==> src/rtl/sys_bus_arbiter.sv <==
// Two-master arbiter for sys_bus: registered one-hot grants, a mux select
// and per-master stall flags, with round-robin ties and a tenure limit.
//
// Ports:
//   clk              system clock, rising edge
//   rst              asynchronous reset, active-high
//   master0_request  CPU wants the bus (held high until done)
//   master1_request  secondary master wants the bus (held high until done)
//   grant0 / grant1  registered one-hot ownership
//   bus_sel          registered mux select, 0 = master0 path, 1 = master1
//   hold_flag0/1     stall to each master: request & ~grant
//   bus_busy         grant0 | grant1

module sys_bus_arbiter #(
    parameter int unsigned MAX_TENURE = 16,
    parameter int unsigned CNT_W      = 8
) (
    input  logic clk,
    input  logic rst,
    input  logic master0_request,
    input  logic master1_request,
    output logic grant0,
    output logic grant1,
    output logic bus_sel,
    output logic hold_flag0,
    output logic hold_flag1,
    output logic bus_busy
);

    typedef enum logic [1:0] {
        IDLE = 2'b00,
        OWN0 = 2'b01,
        OWN1 = 2'b10
    } state_e;

    localparam logic             PREEMPT_EN = (MAX_TENURE != 0);
    localparam logic [CNT_W-1:0] CNT_MAX    = '1;
    // Count value on the last contended cycle an owner may keep the bus.
    localparam logic [CNT_W-1:0] TEN_LAST   =
        (MAX_TENURE == 0) ? '0 : CNT_W'(MAX_TENURE - 1);

    state_e           state_q, state_d;
    logic [CNT_W-1:0] cnt_q, cnt_d;
    logic             last_q, last_d;
    logic             sel_q, sel_d;

    logic             tenure_up;
    logic             contend;

    assign tenure_up = PREEMPT_EN && (cnt_q == TEN_LAST);

    // The owner is contended when the other master is waiting.
    assign contend = ((state_q == OWN0) && master1_request) ||
                     ((state_q == OWN1) && master0_request);

    always_comb begin
        state_d = state_q;
        cnt_d   = cnt_q;
        last_d  = last_q;
        sel_d   = sel_q;

        unique case (state_q)
            IDLE: begin
                if (master0_request && !master1_request) begin
                    state_d = OWN0;
                end else if (master1_request && !master0_request) begin
                    state_d = OWN1;
                end else if (master0_request && master1_request) begin
                    // Tie goes to whoever did not own the bus last.
                    state_d = last_q ? OWN0 : OWN1;
                end
            end
            OWN0: begin
                if (!master0_request) begin
                    state_d = master1_request ? OWN1 : IDLE;
                end else if (master1_request && tenure_up) begin
                    state_d = OWN1;
                end
            end
            OWN1: begin
                if (!master1_request) begin
                    state_d = master0_request ? OWN0 : IDLE;
                end else if (master0_request && tenure_up) begin
                    state_d = OWN0;
                end
            end
            default: begin
                state_d = IDLE;
            end
        endcase

        // Fresh tenure on every handover; only contended cycles count.
        if ((state_d != state_q) || (state_d == IDLE)) begin
            cnt_d = '0;
        end else if (contend && (cnt_q != CNT_MAX)) begin
            cnt_d = cnt_q + CNT_W'(1);
        end

        // bus_sel and last owner freeze in IDLE so the muxes stay put.
        if (state_d == OWN0) begin
            last_d = 1'b0;
            sel_d  = 1'b0;
        end else if (state_d == OWN1) begin
            last_d = 1'b1;
            sel_d  = 1'b1;
        end
    end

    always_ff @(posedge clk or posedge rst) begin
        if (rst) begin
            state_q <= IDLE;
            cnt_q   <= '0;
            last_q  <= 1'b1;
            sel_q   <= 1'b0;
        end else begin
            state_q <= state_d;
            cnt_q   <= cnt_d;
            last_q  <= last_d;
            sel_q   <= sel_d;
        end
    end

    assign grant0     = (state_q == OWN0);
    assign grant1     = (state_q == OWN1);
    assign bus_sel    = sel_q;
    assign bus_busy   = grant0 | grant1;
    assign hold_flag0 = master0_request & ~grant0;
    assign hold_flag1 = master1_request & ~grant1;

endmodule

==> config.mk <==
export PLATFORM = sky130hd
export DESIGN_NAME = sys_bus_arbiter
export DESIGN_NICKNAME = d
export VERILOG_FILES = /design/src/rtl/sys_bus_arbiter.sv
export SDC_FILE = /design/constraint.sdc
export NUM_CORES = 1
export LEC_CHECK = 0
export BUFFER_PORTS_ARGS = -buffer_cell sky130_fd_sc_hd__buf_2
export CAP_MARGIN = 20
export CORE_ASPECT_RATIO = 1.25
export CORE_MARGIN = 1.5
export CORE_UTILIZATION = 50
export CTS_BUF_LIST = sky130_fd_sc_hd__clkbuf_4 sky130_fd_sc_hd__clkbuf_8
export DETAILED_ROUTE_END_ITERATION = 7
export PLACE_DENSITY_LB_ADDON = 0.2
export RECOVER_POWER = 25
export SYNTH_ARGS = -nofsm -noshare
export SYNTH_HDL_FRONTEND = slang
export SYNTH_SLANG_ARGS = --single-unit
==> constraint.sdc <==
create_clock -name clk -period 2.25 [get_ports clk]
set_input_delay 0.3375 -clock clk [delete_from_list [all_inputs] [get_ports clk]]
set_output_delay 0.3375 -clock clk [all_outputs]
set_load 0.005 [all_outputs]
# Yosys cells after proc, flatten, opt, wreduce, memory -nomap -nowiden
# Index checks and enable logic that the tools add are counted.
[op_classes] n_addsub=1 eq_ne=7 muxes=15 n_bitwise=5 reduce_logical=16
[op_table] op="2-bit two-way mux" n=9
[op_table] op="8-bit two-way mux" n=2
[op_table] op="8-bit by 1-bit adder with 8-bit output (second input constant)" n=1
[op_table] op="8-bit by 4-bit == test with 1-bit output (second input constant)" n=1
[op_table] op="1-bit logical AND" n=8
[op_table] op="8-bit != test (second input constant)" n=1
[op_table] op="2-bit case mux with 3 select lines" n=1
[op_table] op="2-bit by 1-bit == test with 1-bit output (second input constant)" n=2
[op_table] op="2-bit == test (second input constant)" n=2
[op_table] op="2-bit logical NOT" n=2
[op_table] op="2-bit nonzero test" n=2
[op_table] op="1-bit two-way mux" n=3
[op_table] op="1-bit bitwise AND" n=2
[op_table] op="1-bit logical NOT" n=2
[op_table] op="1-bit logical OR" n=2
[op_table] op="2-bit != test" n=1
[op_table] op="1-bit inverter" n=2
[op_table] op="1-bit OR" n=1
[totals] ff_bits=12 word_cells=48

# Logic depth before layout (Yosys ltp)
[depth] word_depth=8 ltp_mapped=9 ltp_nobuf=9

# Worst setup path after synthesis
# OpenSTA, ideal clock, no wires.
[synth_path] kind="reg-to-reg" startpoint="register cnt_q[4]" endpoint="register cnt_q[0]" t_arrival_ns=2.047 path_slack_ns=0.116 stages_incl_launch_ff=9 path_buffers=1 path_cell_list="dfrtp_1 > buf_6 > or4_4 > o31ai_4 > a211oi_2 > ha_1 > a31oi_1 > o211ai_1 > nor3_1"
[synth_between] elab_chain_cells=8 elab_cells_between_ends=15 classes_between="eq/ne (3); mux (6); reduce/logical (6)"
[synth_rtl] item="from (decl)" line="43" source="logic [CNT_W-1:0] cnt_q, cnt_d;"
[synth_rtl] item="from (signal assigned)" line="117" source="cnt_q <= cnt_d;"
[synth_rtl] item="8-bit by 4-bit == test with 1-bit output" line="50" source="assign tenure_up = PREEMPT_EN && (cnt_q == TEN_LAST);"
[synth_rtl] item="1-bit logical AND, on equally long branches" line="83, 76"
[synth_rtl] item="2-bit two-way mux, on equally long branches" line="83, 76"
[synth_rtl] item="2-bit two-way mux, on equally long branches" line="81, 74"
[synth_rtl] item="2-bit case mux with 3 select lines" line="62" source="unique case (state_q)"
[synth_rtl] item="2-bit != test / 2-bit logical NOT (equally long branches)" line="93" source="if ((state_d != state_q) || (state_d == IDLE)) begin"
[synth_rtl] item="1-bit logical OR" line="93"
[synth_rtl] item="8-bit two-way mux / 2-bit nonzero test (equally long branches)"
# Parallel ways exist; a longest one is shown, timed or not.
# A chain may end at the register's enable or synchronous reset.

# Worst setup path in the final report
[layout_path] startpoint="register cnt_q[6]" endpoint="register cnt_q[7]"
# The elaborated chain is that of the path after synthesis.

==> results.yml <==
grt:
  grt_pass1_wl_um: 3036
  grt_pass1_vias: 723
  gr-total-overflow: 0
  grt_use_total_pct: 22.20
  antenna_found_initial: 0
  grt_max_degree: 13
drt:
  avgViaCountPerCell: 6.170
  drtIter0Drc: 17
  avgRoutedWirePerCell_um: 16.94
  vias: 833
  antenna_left: 0
  drtPass1Iterations: 4
  routed_wirelength_um: 2287
  drc: 0
power_and_ir_drop:
  vdd_drop_max_uv: 995.0
  switching_share_pct: 46.25
  p_clk_share_pct: 11.2
  power_leakage_nw: 0.5345
  p_int_mw: 0.7117
  powerDensity_mw_per_mm2: 1119
  switching_power_mw: 0.6124
  seqPwrFrac_pct: 22.1
  pwr-share-comb_pct: 66.7
critical_path:
  critPathMaxFanout: 8
  critPathLaunchType: "flip-flop"
  critPathMaxStageDelay_ns: 0.44
  cp.required_ns: 2.44
  crit_type: "flip-flop to flip-flop"
  path_cells: "nor4_4 -> a31oi_1 -> o32ai_2 -> a41oi_2 -> ha_2 -> a31oi_2 -> o211ai_1 -> buf_6 -> nor3_2"
  cp-end-kind: "flip-flop"
  arrival_ns: 2.51
  slowest_stage: "dfrtp_2"
layout:
  nFillCells: 113
  synthToLayoutAreaGrowth_pct: 31.57
  fin_nets: 129
  drive_above_1_share_pct: 42.74
  stdcell_count: 135
  multi_input_area_um2: 636.9
  regArea_um2: 302.8
  diodes: 0
clock_network:
  hold_buffers: 0
  cts_inserted_buffers: 3
  clock_latency_ns: 0.27
  htree_levels: 1
  clockRootBuffer: "clkbuf_4"
  cts_tree: "yes"
  clock_sinks: 12
  cts.clk_slew.worst_paths_ns: 0.07
  cts.path.max_buffers: 2
synthesis:
  yosys.area.top_type: "dfrtp_1"
  postSynthAreaPerCell_um2: 9.778
  yosys-top-cells-count: "dfrtp_1 (11), inv_1 (8), nor3_1 (8), ha_1 (7), nor2_1 (7)"
  synthCells: 92
  synth.distinct_cells: 37
  ys_ff_latch: 12
  ys_warn_count: 0
  syn-num-nets: 103
  netlist_area_um2: 899.6
  synth_edf_count: 0
  yosysMostFrequentCell: "dfrtp_1"
  yosys-top-cells-area: "dfrtp_1 (31%), ha_1 (9.7%), nor3_1 (4.5%)"
  synth-async-reset-ratio_pct: 100.0
  yosysTopAreaCellShare_pct: 30.60
  ys.flop_type: "dfrtp_1"
  seq_area_frac_synth_pct: 33.52
floorplanning:
  io_pins: 10
  start_util_pct: 55.48
  core_mm2: 0.001622
  dieArea_mm2: 0.002064
  rows: 16
  die_h_um: 50.43
  die_w_um: 40.94
placed_design:
  io_buffers: 9
  gp_congestion: 0.7807
  placed_cells: 127
  place_ws_ns: -0.1373
  post-dp-hpwl_um: 1469
sta:
  slew_viol_final: 0
  skew_ns: 0.007267
  fin_crit_sh_pct: 102.9
  hold_ws_ns: 0.04585
  finalHoldViolCount: 0
  worst_slew_pin_slew_ns: 0.5716
  fin_crit_ns: 2.315
  rsz0062_at_grt: "true"
  timing.slew.headroom_pct: 61.49
  setup_slack_ns: -0.06546
  fmax_mhz: 431.9
  finalSetupViolCount: 8
run_status:
  outcome: "finished, violations left"
  violations: "setup timing"
flow_run:
  drv_cap: 0
hold_path:
  hold_path.class: "primary input to async pin"
metal layers:
| metal | share of wire [%] | global-route usage, % | up-vias |
|---|---|---|---|
| met5 | 0 | 0 | - |
| met4 | 4.0 | 15.00 | 0 |
| met3 | 4.7 | 3.097 | 10 |
| met2 | 48 | 32.55 | 31 |
| met1 | 43 | 28.78 | 412 |
| li1 | - | - | 380 |
placed cells by master, fill, tap and decap left out, types with 3 or more instances in the layout:
cell,Yosys,routed
dfrtp_1,11,10
buf_4,0,14
mux2i_1,3,3
inv_1,8,8
xnor2_1,4,4
nand3_1,3,3
nor3_4,0,3
a21oi_1,3,3
buf_2,1,9
nor2_1,7,7
nand4_1,3,3
clkbuf_4,0,4
ha_1,7,5
nor3_2,0,5
through the flow:
step | cell area (um2) | setup TNS, ns | power, mW | util, %
global route | 1184 | -1.115 | 1.415 | 72.99
CTS | 1075 | 0 | 1.100 | 66.28
global placement | 1022 | -0.02566 | 0.8788 | 63.04
finish | 1184 | -0.4695 | 1.324 | 72.99
detailed placement | 1022 | -0.8802 | 0.8998 | 63.04
floorplan | 899.6 | 0 | 0.7013 | -
logic make-up (layout without fill, tap and decap cells):
family | Yosys count | in the layout | synth area share [%]
AND/OR/NAND/NOR | 33 | 33 | 22.25
AO/OA/AOI/OAI | 18 | 18 | 15.86
flip-flops | 12 | 12 | 33.52
buffers and inverters | 11 | 36 | 6.397
adder cells (fa/ha/maj) | 7 | 7 | 9.735
XOR/XNOR | 7 | 7 | 7.650
multiplexers | 4 | 4 | 4.590
state kept, by name, summed over array words and instances, names as in the netlist:
signal and cells:
cnt_q 8, state_q 2, bus_sel 1, last_q 1
power by group through the flow:
| stage | combinational [mW] | clock (mW) | sequential [mW] |
|---|---|---|---|
| after floorplan | 0.404 | 0 | 0.298 |
| after global placement | 0.588 | 0 | 0.290 |
| final | 0.883 | 0.149 | 0.292 |
| after CTS | 0.658 | 0.156 | 0.287 |
| after detailed placement | 0.606 | 0 | 0.294 |
| after global routing | 0.950 | 0.169 | 0.296 |
path summary, 6_finish.rpt:
kind / startpoint / to / slack, ns / cells after the start
max: cnt_q[6]$_DFFE_PP0P_ / cnt_q[7]$_DFFE_PP0P_ / -0.07 / 9
min: rst / cnt_q[0]$_DFFE_PP0P_ / 0.05 / 2
max reg2reg: cnt_q[6]$_DFFE_PP0P_ / cnt_q[7]$_DFFE_PP0P_ / -0.07 / 9
min reg2reg: last_q$_DFFE_PP1P_ / last_q$_DFFE_PP1P_ / 0.52 / 2
max in group asynchronous: rst / last_q$_DFFE_PP1P_ / 1.87 / 2
min in group clk: last_q$_DFFE_PP1P_ / last_q$_DFFE_PP1P_ / 0.52 / 2
final cells by class:
| class | instances | area share (%) |
|---|---|---|
| Clock buffer | 4 | 2.537 |
| Multi-Input combinational cell | 69 | 53.81 |
| Inverter | 8 | 2.537 |
| Sequential cell | 12 | 25.58 |
| Tap cell | 18 | 1.903 |
| Timing Repair Buffer | 24 | 13.64 |
timing repair:
| action | CTS | global route |
|---|---|---|
| setup endpoints to repair | 8 | 8 |
| pin swaps | 1 | 11 |
| setup buffers | 2 | 2 |
| gates resized for setup | 1 | 18 |
worst max-delay path, delay by kind of cell (launching register included):
kind,cells,cell delay [ns]
AOI/OAI and AO/OA,5,0.92
buffers and inverters,1,0.17
DFF,1,0.44
adders and majority gates,1,0.23
and+or+nand+nor,2,0.44
No activity file was read; power rests on OpenSTA's default activity.
